[config.mk]
export PLATFORM = sky130hd
export DESIGN_NAME = lcd_write_sequencer
export DESIGN_NICKNAME = d
export VERILOG_FILES = /design/src/rtl/lcd_write_sequencer.sv
export SDC_FILE = /design/constraint.sdc
export NUM_CORES = 1
export LEC_CHECK = 0
export ABC_CLOCK_PERIOD_IN_PS = 2800
export BUFFER_PORTS_ARGS = -buffer_cell sky130_fd_sc_hd__buf_2
export CORE_ASPECT_RATIO = 0.6
export CORE_MARGIN = 10
export CORE_UTILIZATION = 56
export DETAILED_ROUTE_END_ITERATION = 6
export PLACE_DENSITY = 0.79
export SKIP_CTS_REPAIR_TIMING = 1
export SYNTH_ARGS = -nofsm -noshare
export SYNTH_HDL_FRONTEND = slang
export SYNTH_SLANG_ARGS = --single-unit
[constraint.sdc]
create_clock -name clk -period 2.8 [get_ports clk]
set_input_delay 0.56 -clock clk [delete_from_list [all_inputs] [get_ports clk]]
set_output_delay 0.56 -clock clk [all_outputs]
set_load 0.1 [all_outputs]
[src/rtl/lcd_write_sequencer.sv]
// ============================================================================
// Module  : lcd_write_sequencer
// Brief   : Turns single-cycle processor writes into timed HD44780-style
//           LCD bus cycles (setup, E pulse, hold, execution wait).
// Rev     : 1.0  initial release
// ============================================================================
`default_nettype none

module lcd_write_sequencer #(
  parameter int T_SETUP     = 2,
  parameter int T_EN_HIGH   = 12,
  parameter int T_HOLD      = 2,
  parameter int T_EXEC      = 1000,
  parameter int T_EXEC_LONG = 41000
) (
  input  logic       clk,
  input  logic       reset,
  input  logic       wr_strobe,
  input  logic       wr_rs,
  input  logic [7:0] wr_data,
  input  logic       clr_overrun,
  output logic       busy,
  output logic       done,
  output logic       overrun,
  output logic       lcd_e,
  output logic       lcd_rs,
  output logic       lcd_rw,
  output logic [7:0] lcd_data
);

  // Each phase loads (length - 1) and leaves when the counter reaches zero.
  localparam logic [15:0] c_setup_ld = 16'(T_SETUP - 1);
  localparam logic [15:0] c_en_ld    = 16'(T_EN_HIGH - 1);
  localparam logic [15:0] c_hold_ld  = 16'(T_HOLD - 1);
  localparam logic [15:0] c_exec_ld  = 16'(T_EXEC - 1);
  localparam logic [15:0] c_long_ld  = 16'(T_EXEC_LONG - 1);

  typedef enum logic [2:0] {
    S_IDLE   = 3'd0,
    S_SETUP  = 3'd1,
    S_ENABLE = 3'd2,
    S_HOLD   = 3'd3,
    S_WAIT   = 3'd4
  } state_t;

  state_t      r_state;
  state_t      w_state_nxt;
  logic [15:0] r_cnt;
  logic [15:0] w_cnt_nxt;
  logic        w_cnt_zero;
  logic        w_done_nxt;
  logic        w_accept;
  logic        w_drop;
  logic        w_long_cmd;
  logic        r_busy;
  logic        r_done;
  logic        r_overrun;
  logic        r_lcd_e;
  logic        r_lcd_rs;
  logic [7:0]  r_lcd_data;

  assign w_cnt_zero = (r_cnt == 16'd0);
  assign w_accept   = (r_state == S_IDLE) && wr_strobe;
  assign w_drop     = (r_state != S_IDLE) && wr_strobe;
  // Clear display / return home need the long execution time.
  assign w_long_cmd = !r_lcd_rs && ((r_lcd_data == 8'h01) || (r_lcd_data == 8'h02) ||
                                    (r_lcd_data == 8'h03));

  always_comb begin
    w_state_nxt = r_state;
    w_cnt_nxt   = r_cnt;
    w_done_nxt  = 1'b0;
    case (r_state)
      S_IDLE: begin
        if (wr_strobe) begin
          w_state_nxt = S_SETUP;
          w_cnt_nxt   = c_setup_ld;
        end
      end
      S_SETUP: begin
        if (w_cnt_zero) begin
          w_state_nxt = S_ENABLE;
          w_cnt_nxt   = c_en_ld;
        end else begin
          w_cnt_nxt = r_cnt - 16'd1;
        end
      end
      S_ENABLE: begin
        if (w_cnt_zero) begin
          w_state_nxt = S_HOLD;
          w_cnt_nxt   = c_hold_ld;
        end else begin
          w_cnt_nxt = r_cnt - 16'd1;
        end
      end
      S_HOLD: begin
        if (w_cnt_zero) begin
          w_state_nxt = S_WAIT;
          w_cnt_nxt   = w_long_cmd ? c_long_ld : c_exec_ld;
        end else begin
          w_cnt_nxt = r_cnt - 16'd1;
        end
      end
      S_WAIT: begin
        if (w_cnt_zero) begin
          w_state_nxt = S_IDLE;
          w_done_nxt  = 1'b1;
        end else begin
          w_cnt_nxt = r_cnt - 16'd1;
        end
      end
      default: begin
        w_state_nxt = S_IDLE;
        w_cnt_nxt   = 16'd0;
      end
    endcase
  end

  // Bus-facing outputs are registered from the next state so they never glitch.
  always_ff @(posedge clk) begin
    if (reset) begin
      r_state    <= S_IDLE;
      r_cnt      <= 16'd0;
      r_busy     <= 1'b0;
      r_done     <= 1'b0;
      r_overrun  <= 1'b0;
      r_lcd_e    <= 1'b0;
      r_lcd_rs   <= 1'b0;
      r_lcd_data <= 8'h00;
    end else begin
      r_state <= w_state_nxt;
      r_cnt   <= w_cnt_nxt;
      r_busy  <= (w_state_nxt != S_IDLE);
      r_done  <= w_done_nxt;
      r_lcd_e <= (w_state_nxt == S_ENABLE);
      if (w_accept) begin
        r_lcd_rs   <= wr_rs;
        r_lcd_data <= wr_data;
      end
      if (w_drop) begin
        r_overrun <= 1'b1;
      end else if (clr_overrun) begin
        r_overrun <= 1'b0;
      end
    end
  end

  assign busy     = r_busy;
  assign done     = r_done;
  assign overrun  = r_overrun;
  assign lcd_e    = r_lcd_e;
  assign lcd_rs   = r_lcd_rs;
  assign lcd_rw   = 1'b0;
  assign lcd_data = r_lcd_data;

endmodule

`default_nettype wire

# Word level (Yosys, flattened, before mapping)
# Index checks and enable logic that the tools add are counted.
# totals
regBits,32
out_inout_bits,14
wordCells,49
# classes
n_bitwise,1
n_eq_ne,10
reduce_logical,13
n_addsub,1
mux,16
# ops
cell,n
16-bit 2-to-1 mux,6
16-bit case mux with 5 select lines,1
"8-bit by 2-bit equality test with 1-bit output, second input constant",2
16-bit logical NOT,1
"16-bit by 1-bit subtractor with 16-bit output, second input constant",1
3-bit 2-to-1 mux,5
3-bit case mux with 5 select lines,1
"3-bit by 2-bit equality test with 1-bit output, second input constant",3
"8-bit by 1-bit equality test with 1-bit output, second input constant",1
3-bit nonzero test,2
"2-bit inequality test, second input constant",2
"3-bit by 1-bit equality test with 1-bit output, second input constant",1
"3-bit equality test, second input constant",1
1-bit logical AND,3
3-bit logical NOT,1
1-bit 2-to-1 mux,3
1-bit logical OR,2
2-bit AND reduction,1
2-bit nonzero test,1
2-bit OR reduction,1
1-bit logical NOT,1
1-bit NOT,1

# Longest topological paths before layout
# depth
depth_word,7
depth_mapped,9

# Worst setup path before layout
# OpenSTA, ideal clock, no wires.
# synth_timing
kind,reg-to-reg
startpoint,register r_cnt[7]
endpoint,register r_cnt[4]
t_arrival_ns,1.910
t_required_ns,2.685
setup_ns,0.115
slack_ns,0.775
n_path_buf,2
stages_incl_launch_ff,8
cell_sequence,dfxtp_1 -> buf_6 -> or4_4 -> or3_4 -> o21ai_2 -> buf_6 -> nor3_1 -> o21ba_1
# synth_via
elab_chain_cells,3
elab_cells_between_ends,7
cone_classes,eq/ne: 1; mux: 4; reduce/logical: 2
# synth_lines
item,line_no,text
from (decl),48,logic [15:0] r_cnt;
from (signal assigned),132,r_cnt <= w_cnt_nxt;
16-bit logical NOT *,62,assign w_cnt_zero = (r_cnt == 16'd0);
16-bit 2-to-1 mux (tied with other cells),97,if (w_cnt_zero) begin
16-bit case mux with 5 select lines or 2-bit AND reduction (tied branches),n/a,
# Mark *: on every way between the ends. The rest lies on a longest branch, timed or not.
# A chain may end at the register's enable or synchronous reset.

# Worst setup path after layout
# layout_timing
startpoint,register r_cnt[0]
endpoint,register r_cnt[10]
# layout_via
elab_chain_cells,3
elab_cells_between_ends,9
cone_classes,add/sub: 1; eq/ne: 1; mux: 5; reduce/logical: 2
# layout_lines
item,line_no,text
16-bit by 1-bit subtractor with 16-bit output or 16-bit logical NOT (tied branches),n/a,
16-bit 2-to-1 mux (tied with other cells),105,if (w_cnt_zero) begin
16-bit case mux with 5 select lines or 2-bit AND reduction (tied branches),n/a,
# Several ways; a longest one is shown, not always the timed one. The select of a mux whose other input is x is not followed.

==> out/results.md <==
| Step | Result | Reported |
|:---|:---|:---|
| run status | Status | complete, no violations |
| yosys | Fraction of the yosys area taken by sequential cells | 35.73% |
| worst setup path | Critical register-to-register path endpoint | r_cnt[10] |
| grt | Antenna violations before repair | 0 |
| yosys | Count of warnings emitted by yosys | 0 |
| floorplanning | Standard cell core area | 0.002965 mm^2 |
| worst hold path | Class of the worst hold path | register to register |
| grt | Global-route wire length before repair | 7.886 mm |
| floorplanning | Die width | 93.05 um |
| yosys | Synth Instances | 227 |
| clock network | Clock transition at path regs | 70 ps |
| sta | Max-slew headroom at the worst pin | 57.24% |
| placement | Detailed-placement wirelength estimate | 3.504 mm |
| yosys | Number of flops mapped to enable cells by yosys | 0 |
| worst setup path | Worst path required time | 2970 ps |
| detailed routing | Number of nets with antenna violations after detailed routing | 0 |
| clock network | Deepest level of the CTS H-tree | 2 |
| sta | Maximum achievable frequency | 425.2 MHz |
| clock network | Clock buffer count from CTS | 5 |
| sta | RSZ-0062 raised after global routing | false |
| power | Switching fraction of total power | 51.55% |
| final layout | Layout cell share with drive strength beyond 1 | 20.48% |
| worst setup path | Worst R2R Setup Slack | 450 ps |
| detailed routing | Routed length per placed instance | 16.39 um |
| worst setup path | Setup Crit Path Kind | register to register |
| worst setup path | Kind of launch point of the worst setup path | register |
| clock network | CTS root buffer | sky130_fd_sc_hd__clkbuf_8 |
| sta | Final period utilization | 83.99% |
| clock network | Total number of clock tree sinks | 32 |
| placement | Placed insts | 283 |
| sta | Transition time of the tightest slew-check pin | 635.5 ps |
| yosys | Count of cell types in the netlist | 51 |
| power | Power per cell area | 1509 mW/mm^2 |
| floorplanning | Boundary pin count | 27 |
| power | Sequential share of power | 24.7% |
| grt | Maximum number of pins on one net before global-route repair | 21 |
| worst setup path | Logic depth of the worst register-to-register path | 7 |
| final layout | Top library cells by usage in the layout, fill and taps aside | sky130_fd_sc_hd__dfxtp_1, sky130_fd_sc_hd__nand2_1, sky130_fd_sc_hd__buf_2 |
| worst setup path | Startpoint of the worst register-to-register path | r_cnt[0] |
| detailed routing | Sum of routed wire length over all layers | 4.770 mm |
| power | P_int | 1483 uW |
| worst setup path | Critical Path Sink Type | register |
| flow run | Max Cap Viol | 0 |
| detailed routing | Via Count | 1,797 |
| final layout | Non-filler cells, final | 291 |
| floorplanning | Effective utilization at floorplan | 60.46% |
| final layout | Layout overhead on the synthesized area | 13.12% |
| floorplanning | Die Area | 0.005939 mm^2 |
| yosys | Commonest register cell after synthesis | sky130_fd_sc_hd__dfxtp_1 |
| yosys | Count of state elements after synthesis | 32 |
| yosys | Avg Cell Area, Syn | 7.899 um^2 |
| floorplanning | Cell Rows | 15 |
| grt | Total congestion overflow after global routing | 0 |
| worst setup path | Max Fanout on Critical Path | 11 |
| floorplanning | Height of the chip | 63.83 um |
| power | Leak Pwr | 0.0008228 uW |
| grt | Gr usage total | 16.16% |
| sta | Final max-slew violation count | 0 |
| sta | # setup viols final | 0 |
| yosys | Synth Cell Area | 0.001793 mm^2 |
| worst hold path | Startpoint of the most critical hold path | lcd_data[1] |
| detailed routing | Drt initial violations | 182 |
| final layout | Antenna diode count | 0 |
| detailed routing | DRC | 0 |
| clock network | Clock Latency Late Sink | 290 ps |
| sta | Minimum clock period | 2352 ps |
| yosys | Async set or reset register ratio after synthesis | 0% |
| detailed routing | DR vias/cell | 6.175 |
| yosys | Syn Nets | 241 |
| power | Net switching power | 1578 uW |
| sta | Hold violation count in the final report | 0 |
| detailed routing | First-pass iteration count of the detailed router | 5 |
| final layout | Most common cell after layout, fill and taps aside | sky130_fd_sc_hd__dfxtp_1 |
| worst hold path | Hold Crit Depth | 2 |
| power | Comb pwr share | 60.6% |
| power | Worst supply voltage drop on vdd | 0.0007835 V |
| worst setup path | Beginning of the critical path | r_cnt[0] |
| placement | Last weighted congestion value of the routability-driven placer | 0.9349 |
| sta | Setup TNS after final layout | 0 ps |
| placement | Input/output buffers | 25 |
| sta | Worst Skew | 6.137 ps |
| clock network | TritonCTS clock tree | done |
| worst setup path | CP Data Arrival Time | 2530 ps |
| clock network | Clk buf depth | 2 |
| final layout | Nets@finish | 262 |
| power | Portion of total power attributed to the clock network | 14.6% |
| worst hold path | Capture endpoint of the worst hold path | lcd_data[1] |
| grt | Vias in the first global route | 1,595 |
registers in the layout, indices dropped and copies added, names as in the netlist:
signal and count:
lcd_rs 1, lcd_data 8, lcd_e 1, r_state 3
done 1, overrun 1, busy 1, r_cnt 16
metal layers:
layer | GRT usage (%) | vias up | part of all wire [%]
met1 | 24.73 | 842 | 53
met4 | 5.172 | 0 | 0.90
met2 | 20.38 | 84 | 39
met3 | 4.545 | 5 | 7.6
li1 | - | 866 | -
met5 | 0 | - | 0
critical path, stage by stage, from the launching register on:
cell and delay (ps):
sky130_fd_sc_hd__dfxtp_1 340, sky130_fd_sc_hd__inv_1 80, sky130_fd_sc_hd__ha_1 210, sky130_fd_sc_hd__or3b_1 510, sky130_fd_sc_hd__or3_4 430, sky130_fd_sc_hd__o21ai_2 420
sky130_fd_sc_hd__or4_1 190, sky130_fd_sc_hd__a21oi_1 60
stage by stage:
stage	hold WS, ps	instance area [um^2]	worst slack [ps]	power [uW]	utilization [%]
2_1_floorplan	463.8	1793	775.0	2238	-
3_3_place_gp	457.8	1917	544.6	2546	64.64
3_5_place_dp	462.1	1917	498.1	2554	64.64
4_1_cts	472.5	2028	483.4	3012	68.40
5_1_grt	506.3	2028	234.6	3254	68.40
6_report	474.5	2028	448.3	3061	68.40
Yosys cell counts (2+ instances only):
master | count | area (um^2)
sky130_fd_sc_hd__a211o_1 | 2 | 17.52
sky130_fd_sc_hd__a211oi_1 | 3 | 22.52
sky130_fd_sc_hd__a21oi_1 | 21 | 105.1
sky130_fd_sc_hd__a31oi_1 | 4 | 25.02
sky130_fd_sc_hd__and4_1 | 2 | 17.52
sky130_fd_sc_hd__buf_4 | 2 | 15.01
sky130_fd_sc_hd__buf_6 | 2 | 22.52
sky130_fd_sc_hd__clkbuf_1 | 9 | 33.78
sky130_fd_sc_hd__dfxtp_1 | 32 | 640.6
sky130_fd_sc_hd__inv_1 | 9 | 33.78
sky130_fd_sc_hd__nand2_1 | 30 | 112.6
sky130_fd_sc_hd__nand3_1 | 6 | 30.03
sky130_fd_sc_hd__nand3b_1 | 2 | 15.01
sky130_fd_sc_hd__nand4_1 | 2 | 12.51
sky130_fd_sc_hd__nor2_1 | 14 | 52.55
sky130_fd_sc_hd__nor3_1 | 13 | 65.06
sky130_fd_sc_hd__nor3b_1 | 6 | 45.04
sky130_fd_sc_hd__nor4_1 | 6 | 37.54
sky130_fd_sc_hd__o211ai_1 | 6 | 45.04
sky130_fd_sc_hd__o21ai_0 | 9 | 45.04
sky130_fd_sc_hd__o22ai_1 | 2 | 12.51
sky130_fd_sc_hd__o31ai_1 | 2 | 15.01
sky130_fd_sc_hd__or2_2 | 7 | 43.79
sky130_fd_sc_hd__or3_1 | 5 | 31.28
sky130_fd_sc_hd__or4_1 | 3 | 22.52
sky130_fd_sc_hd__xor2_1 | 3 | 26.28
area by class of cell:
| class | count | area (um^2) |
|---|---|---|
| fillers | 263 | 937.1 |
| clock buffers | 5 | 68.82 |
| flip-flops and latches | 32 | 640.6 |
| inverters | 9 | 33.78 |
| multi-input cells | 172 | 1042 |
| repair buffers | 28 | 147.6 |
| clock inverters | 3 | 42.54 |
| well taps | 42 | 52.55 |
cell families after synthesis:
| logic type | count (synthesis) | synth area share, % |
|---|---|---|
| XOR/XNOR | 4 | 1.954 |
| other | 1 | 0.2092 |
| AO/OA/AOI/OAI | 61 | 22.54 |
| flip-flops | 32 | 35.73 |
| AND/OR/NAND/NOR | 105 | 32.73 |
| adder cells (fa/ha/maj) | 1 | 0.6977 |
| buffers and inverters | 23 | 6.140 |
power groups by stage:
stage / Sequential, uW / Clock [uW] / Combinational [uW]
finish: 757 / 448 / 1860
global route: 783 / 470 / 2000
global placement: 753 / 0 / 1790
detailed placement: 759 / 0 / 1790
CTS: 750 / 456 / 1810
floorplan: 921 / 0 / 1320
how the worst max path moves through the flow:
stage          cells past startpoint         to
2_1_floorplan                      7   r_cnt[4]
3_3_place_gp                       7   r_cnt[4]
3_5_place_dp                       7   r_cnt[4]
4_1_cts                            7   r_cnt[4]
5_1_grt                            7  r_cnt[10]
6_report                           7  r_cnt[10]
(Power assumes the default switching activity.)
